<file path="src/rtl/dino_pkg.sv">
// Shared types and defaults for the dinosaur game controller.
// The state encoding is visible on the game_sequencer state port.
package dino_pkg;

    typedef enum logic [2:0] {
        S_IDLE  = 3'd0,
        S_RUN   = 3'd1,
        S_PAUSE = 3'd2,
        S_HIT   = 3'd3,
        S_OVER  = 3'd4
    } state_t;

    localparam logic [1:0]  MAX_LEVEL           = 2'd3;

    localparam logic [31:0] TICK_BASE_DEF       = 32'd25000;
    localparam logic [31:0] SPEED_STEP_DEF      = 32'd5000;
    localparam logic [15:0] LEVEL_UP_STEPS_DEF  = 16'd64;
    localparam logic [2:0]  LIVES_DEF           = 3'd3;
    localparam logic [3:0]  INVUL_STEPS_DEF     = 4'd8;

endpackage

</file>
<file path="src/rtl/game_sequencer_btn_edge.sv">
// Button conditioner: two-flop synchronizer plus falling-edge detect.
// press is high for one cycle, two edges after the pin falls.
module btn_edge (
    input  logic clock,
    input  logic restart,
    input  logic btn_n,
    output logic press
);

    logic r_sync1;
    logic r_sync2;
    logic r_prev;

    // Released level is 1, so reset never produces a phantom press.
    always_ff @(posedge clock) begin
        if (!restart) begin
            r_sync1 <= 1'b1;
            r_sync2 <= 1'b1;
            r_prev  <= 1'b1;
        end else begin
            r_sync1 <= btn_n;
            r_sync2 <= r_sync1;
            r_prev  <= r_sync2;
        end
    end

    assign press = r_prev & ~r_sync2;

endmodule

</file>
<file path="src/rtl/game_sequencer.sv">
// Game state machine, step divider, lives and speed level.
// Define SPEEDUP_EN to compile the step counter and speed-level logic.
module game_sequencer
    import dino_pkg::*;
#(
    parameter logic [31:0] TICK_BASE      = TICK_BASE_DEF,
    parameter logic [31:0] SPEED_STEP     = SPEED_STEP_DEF,
    parameter logic [15:0] LEVEL_UP_STEPS = LEVEL_UP_STEPS_DEF,
    parameter logic [2:0]  LIVES          = LIVES_DEF,
    parameter logic [3:0]  INVUL_STEPS    = INVUL_STEPS_DEF
) (
    input  logic       clock,
    input  logic       restart,
    input  logic       start,
    input  logic       stop,
    input  logic       hit,
    output logic       step,
    output logic       run_en,
    output logic [2:0] life,
    output logic [1:0] speed_level,
    output logic [2:0] state,
    output logic       game_over,
    output logic       blink
);

    state_t      r_state;
    state_t      w_next;
    logic        w_start_p;
    logic        w_stop_p;
    logic [31:0] r_div;
    logic [31:0] w_period;
    logic        w_wrap;
    logic        w_stay_play;
    logic        w_init;
    logic        r_step;
    logic        r_run_en;
    logic        r_game_over;
    logic        r_blink;
    logic [2:0]  r_life;
    logic [3:0]  r_invul;
    logic [1:0]  w_level;

    btn_edge u_start_btn (
        .clock   (clock),
        .restart (restart),
        .btn_n   (start),
        .press   (w_start_p)
    );

    btn_edge u_stop_btn (
        .clock   (clock),
        .restart (restart),
        .btn_n   (stop),
        .press   (w_stop_p)
    );

    always_comb begin
        w_next = r_state;
        case (r_state)
            S_IDLE, S_OVER, S_PAUSE: begin
                if (w_start_p && !w_stop_p) w_next = S_RUN;
            end
            S_RUN: begin
                if (hit)           w_next = (r_life > 3'd1) ? S_HIT : S_OVER;
                else if (w_stop_p) w_next = S_PAUSE;
            end
            S_HIT: begin
                if (r_step && (r_invul == INVUL_STEPS - 4'd1)) w_next = S_RUN;
            end
            default: w_next = S_IDLE;
        endcase
    end

    always_ff @(posedge clock) begin
        if (!restart) r_state <= S_IDLE;
        else          r_state <= w_next;
    end

    // Divider only runs on edges that stay in play, so step cannot land outside RUN/HIT.
    assign w_stay_play = ((r_state == S_RUN) || (r_state == S_HIT)) &&
                         ((w_next == S_RUN)  || (w_next == S_HIT));
    assign w_init      = ((r_state == S_IDLE) || (r_state == S_OVER)) && (w_next == S_RUN);
    assign w_period    = TICK_BASE - (32'(w_level) * SPEED_STEP);
    assign w_wrap      = (r_div == w_period - 32'd1);

    always_ff @(posedge clock) begin
        if (!restart) begin
            r_div  <= '0;
            r_step <= 1'b0;
        end else begin
            r_step <= w_stay_play && w_wrap;
            if (w_init)           r_div <= '0;
            else if (w_stay_play) r_div <= w_wrap ? '0 : r_div + 32'd1;
        end
    end

    always_ff @(posedge clock) begin
        if (!restart) begin
            r_life      <= LIVES;
            r_invul     <= '0;
            r_run_en    <= 1'b0;
            r_game_over <= 1'b0;
            r_blink     <= 1'b0;
        end else begin
            if (w_init)
                r_life <= LIVES;
            else if ((r_state == S_RUN) && (w_next == S_HIT))
                r_life <= r_life - 3'd1;
            else if ((r_state == S_RUN) && (w_next == S_OVER))
                r_life <= '0;

            r_invul     <= ((r_state == S_HIT) && (w_next == S_HIT)) ? r_invul + 4'(r_step) : '0;
            r_run_en    <= (w_next == S_RUN) || (w_next == S_HIT);
            r_game_over <= (w_next == S_OVER);

            if (w_next != S_HIT)           r_blink <= 1'b0;
            else if (w_stay_play && w_wrap) r_blink <= ~r_blink;
        end
    end

`ifdef SPEEDUP_EN
    logic [15:0] r_step_cnt;
    logic [1:0]  r_level;

    always_ff @(posedge clock) begin
        if (!restart) begin
            r_step_cnt <= '0;
            r_level    <= '0;
        end else if (w_init) begin
            r_step_cnt <= '0;
            r_level    <= '0;
        end else if (w_stay_play && w_wrap) begin
            if (r_step_cnt == LEVEL_UP_STEPS - 16'd1) begin
                r_step_cnt <= '0;
                if (r_level != MAX_LEVEL) r_level <= r_level + 2'd1;
            end else begin
                r_step_cnt <= r_step_cnt + 16'd1;
            end
        end
    end

    assign w_level = r_level;
`else
    logic w_unused_cfg;
    assign w_unused_cfg = ^LEVEL_UP_STEPS;
    assign w_level      = '0;
`endif

    assign step        = r_step;
    assign run_en      = r_run_en;
    assign life        = r_life;
    assign speed_level = w_level;
    assign state       = r_state;
    assign game_over   = r_game_over;
    assign blink       = r_blink;

endmodule

</file>
<file path="config.mk">
export PLATFORM = sky130hd
export DESIGN_NAME = game_sequencer
export DESIGN_NICKNAME = d
export VERILOG_FILES = /design/src/rtl/dino_pkg.sv /design/src/rtl/game_sequencer_btn_edge.sv /design/src/rtl/game_sequencer.sv
export SDC_FILE = /design/constraint.sdc
export NUM_CORES = 1
export LEC_CHECK = 0
export ABC_CLOCK_PERIOD_IN_PS = 3550
export CAP_MARGIN = 20
export CORE_MARGIN = 4
export CORE_UTILIZATION = 35
export DETAILED_ROUTE_END_ITERATION = 10
export SYNTH_ARGS = -nofsm -noshare
export SYNTH_HDL_FRONTEND = slang
export SYNTH_SLANG_ARGS = --single-unit
</file>
<file path="constraint.sdc">
create_clock -name clock -period 3.55 [get_ports clock]
set_input_delay 0.71 -clock clock [delete_from_list [all_inputs] [get_ports clock]]
set_output_delay 0.71 -clock clock [all_outputs]
set_load 0.1 [all_outputs]
</file>
==> flow_summary.yaml <==
clocking:
  path_clk_slew_ps: 90
  cts_tree: "done"
  clock-sinks: 52
  cts_hold_buf: 0
  clock_latency_ps: 300
  ctsLongestPathBuffers: 2
  cts_buffers: 5
  post_cts_buffers: 0
  h-tree-depth: 2
  root_buffer: "clkbuf_8"
  post_cts_resized: 0
global_route:
  grt_max_degree: 32
  grt_overflow: 0
  grt_pass1_vias: 1850
  grt_use_total: 0.124
  grt_pass1_wl_um: 8450
  antenna_found_initial: 0
final_layout:
  num_antenna_cells: 0
  fill_cells: 672
  fin_cells: 368
  area_growth_pct: 12.9
  drive_gt1_frac: 0.0584
  fin_nets: 300
routing:
  wl_um: 4820
  ant_nets: 0
  dr.pass1.iters: 4
  wire_per_inst_um: 13.1
  dr_total_vias: 1961
  via_per_inst: 5.33
  drc: 0
  drtIter0Drc: 93
critical_path:
  cp_data_arrival_time_ps: 2860
  crit_path_cell_trace: "clkdlybuf4s50_1, nor4b_1, nor2_1, nand4_1, nand2b_1, buf_4, a21oi_1"
  worstSetupPathType: "input port to flop"
  crit_path_start_kind: "input port"
  endpoint_kind: "flop"
  slowest_stage: "nor4b_1"
  cp.required_ps: 3780
  critical-path-max-stage-delay_ps: 640
  crit_buf_inv: 2
  crit_family: "simple AND/OR/NAND/NOR gates"
  rrSetupSlack_ps: 1220
  worstPathMaxFanout: 31
synth:
  synth_top_area_frac: 0.434
  yosysMostFrequentCell: "dfxtp_1"
  synthesis.area_sq_um: 2400
  ys_types: 41
  seq_area_frac_synth: 0.434
  yosys-top-cells-area: "dfxtp_1, xor2_1, nor2_1"
  synthArstFlopShare: 0
  syn_area_per_cell_sq_um: 8.79
  synth_common_cells: "dfxtp_1, nor2_1, xor2_1"
  synth_edf_count: 0
  ys.warnings.count: 0
  yosysTopAreaCell: "dfxtp_1"
  syn_inst: 273
  synth_flop_cell: "dfxtp_1"
  ys_ff_latch: 52
pwr:
  pwr-share-seq: 0.581
  switchingPower_uw: 257
  p_leak_uw: 0.000995
  comb_power_share: 0.078
  p_int_uw: 768
  switching_share: 0.251
  power_frac_clock: 0.341
  power_density_nw_per_um2: 378
  peakVddDrop_mv: 0.184
floorplan:
  pin_count: 17
  die_w_um: 90.8
  die-area_sq_um: 8240
  start_util: 0.369
  core.rowCount: 29
  dieHeight_um: 90.8
  coreArea_sq_um: 6490
timing:
  fmax_mhz: 381
  max-slew-margin-rel: 0.352
  grt_setup_unrepaired: "no"
  worst_pin_slew_ps: 969
  tns_ps: 0
  fin_crit_sh: 0.739
  hold_viol: 0
  layout_min_cycle_time_ps: 2620
  report.final.slew_viol_count: 0
  setup_viol: 0
  fin_skew_ps: 8.10
hold_path:
  hp-class: "flop to flop"
placed_design:
  portBuffers: 14
  gp_congestion: 0.776
  post-place-cells: 360
  hpwl_um: 3360
status:
  outcome: "finished, final reports clean"
run:
  cap_violations: 0
[worst paths after layout]
check | cells past startpoint | startpoint | to
worst max-delay path | 7 | hit | r_div[25]
worst min-delay path | 1 | u_stop_btn.r_sync1 | u_stop_btn.r_sync2
worst max register to register | 8 | life[1] | r_div[3]
worst min register to register | 1 | u_stop_btn.r_sync1 | u_stop_btn.r_sync2
[through the flow]
step	instance area (sq um)	worst slack, ps	utilization	hold slack [ps]	total power, uW
global placement	2610	618	0.402	396	688
global route	2710	692	0.417	437	1070
finish	2710	928	0.417	419	1020
detailed placement	2610	608	0.402	396	689
floorplan	2400	832	-	386	670
CTS	2710	906	0.417	424	1040
[flip-flops by register name, summed over array words and instances, names as in the netlist]
signal	flops
r_div	32
r_invul	4
life	3
state	3
blink	1
game_over	1
run_en	1
step	1
u_start_btn.r_prev	1
u_start_btn.r_sync1	1
u_start_btn.r_sync2	1
u_stop_btn.r_prev	1
u_stop_btn.r_sync1	1
u_stop_btn.r_sync2	1
[power by group through the flow]
stage               combinational [uW]  clock (uW)  sequential [uW]
global route                      86.6         388              596
CTS                               80.8         365              595
finish                            79.8         350              595
floorplan                         41.3           0              629
global placement                  79.7           0              609
detailed placement                80.5           0              609
[kinds of logic after synthesis]
logic type | Yosys count | share of synthesized area
simple gates | 137 | 0.326
flops | 52 | 0.434
fa+ha+maj | 5 | 0.0261
other cells | 1 | 0.00156
compound gates | 38 | 0.0939
xor+xnor | 24 | 0.0876
buf+inv | 16 | 0.0308
[worst register-to-register path: cells and delay by family, from the launching register on]
kind	cells	cell delay (ps)
AND/OR/NAND/NOR	3	480
AO/OA/AOI/OAI	2	780
buffers and inverters	2	400
flip-flops	1	380
adder cells (fa/ha/maj)	1	170
[metal layers]
metal  track usage  vias up  routed length [um]
met4        0.0452        0                  65
met1         0.166      910                2460
met2         0.193       34                2100
li1              -     1009                   -
met5             0        -                   0
met3        0.0325        8                 196
[cell usage in the layout (no fill, tap or decap), drive strengths merged, types with 3 or more instances in the layout]
cell type / count
or4: 4
buf: 7
nor2: 30
and3: 5
ha: 5
a21oi: 15
nor4b: 3
and4: 7
and2: 6
nand3: 18
o21ai: 10
inv: 7
clkdlybuf4s50: 11
clkbuf: 7
dfxtp: 52
a211oi: 3
nand4: 15
nand2: 15
xor2: 22
nor3: 5
nor4: 4
nand2b: 10
or3: 10
[area by class of cell]
cell class / instances / area (sq um) / area share
clock inverters: 1 / 7.51 / 0.00277
flip-flops and latches: 52 / 1040 / 0.384
clock buffers: 7 / 86.3 / 0.0319
well taps: 77 / 96.3 / 0.0356
multi-input cells: 206 / 1290 / 0.476
inverters: 7 / 26.3 / 0.00970
repair buffers: 18 / 163 / 0.0601
(Power assumes the default switching activity.)
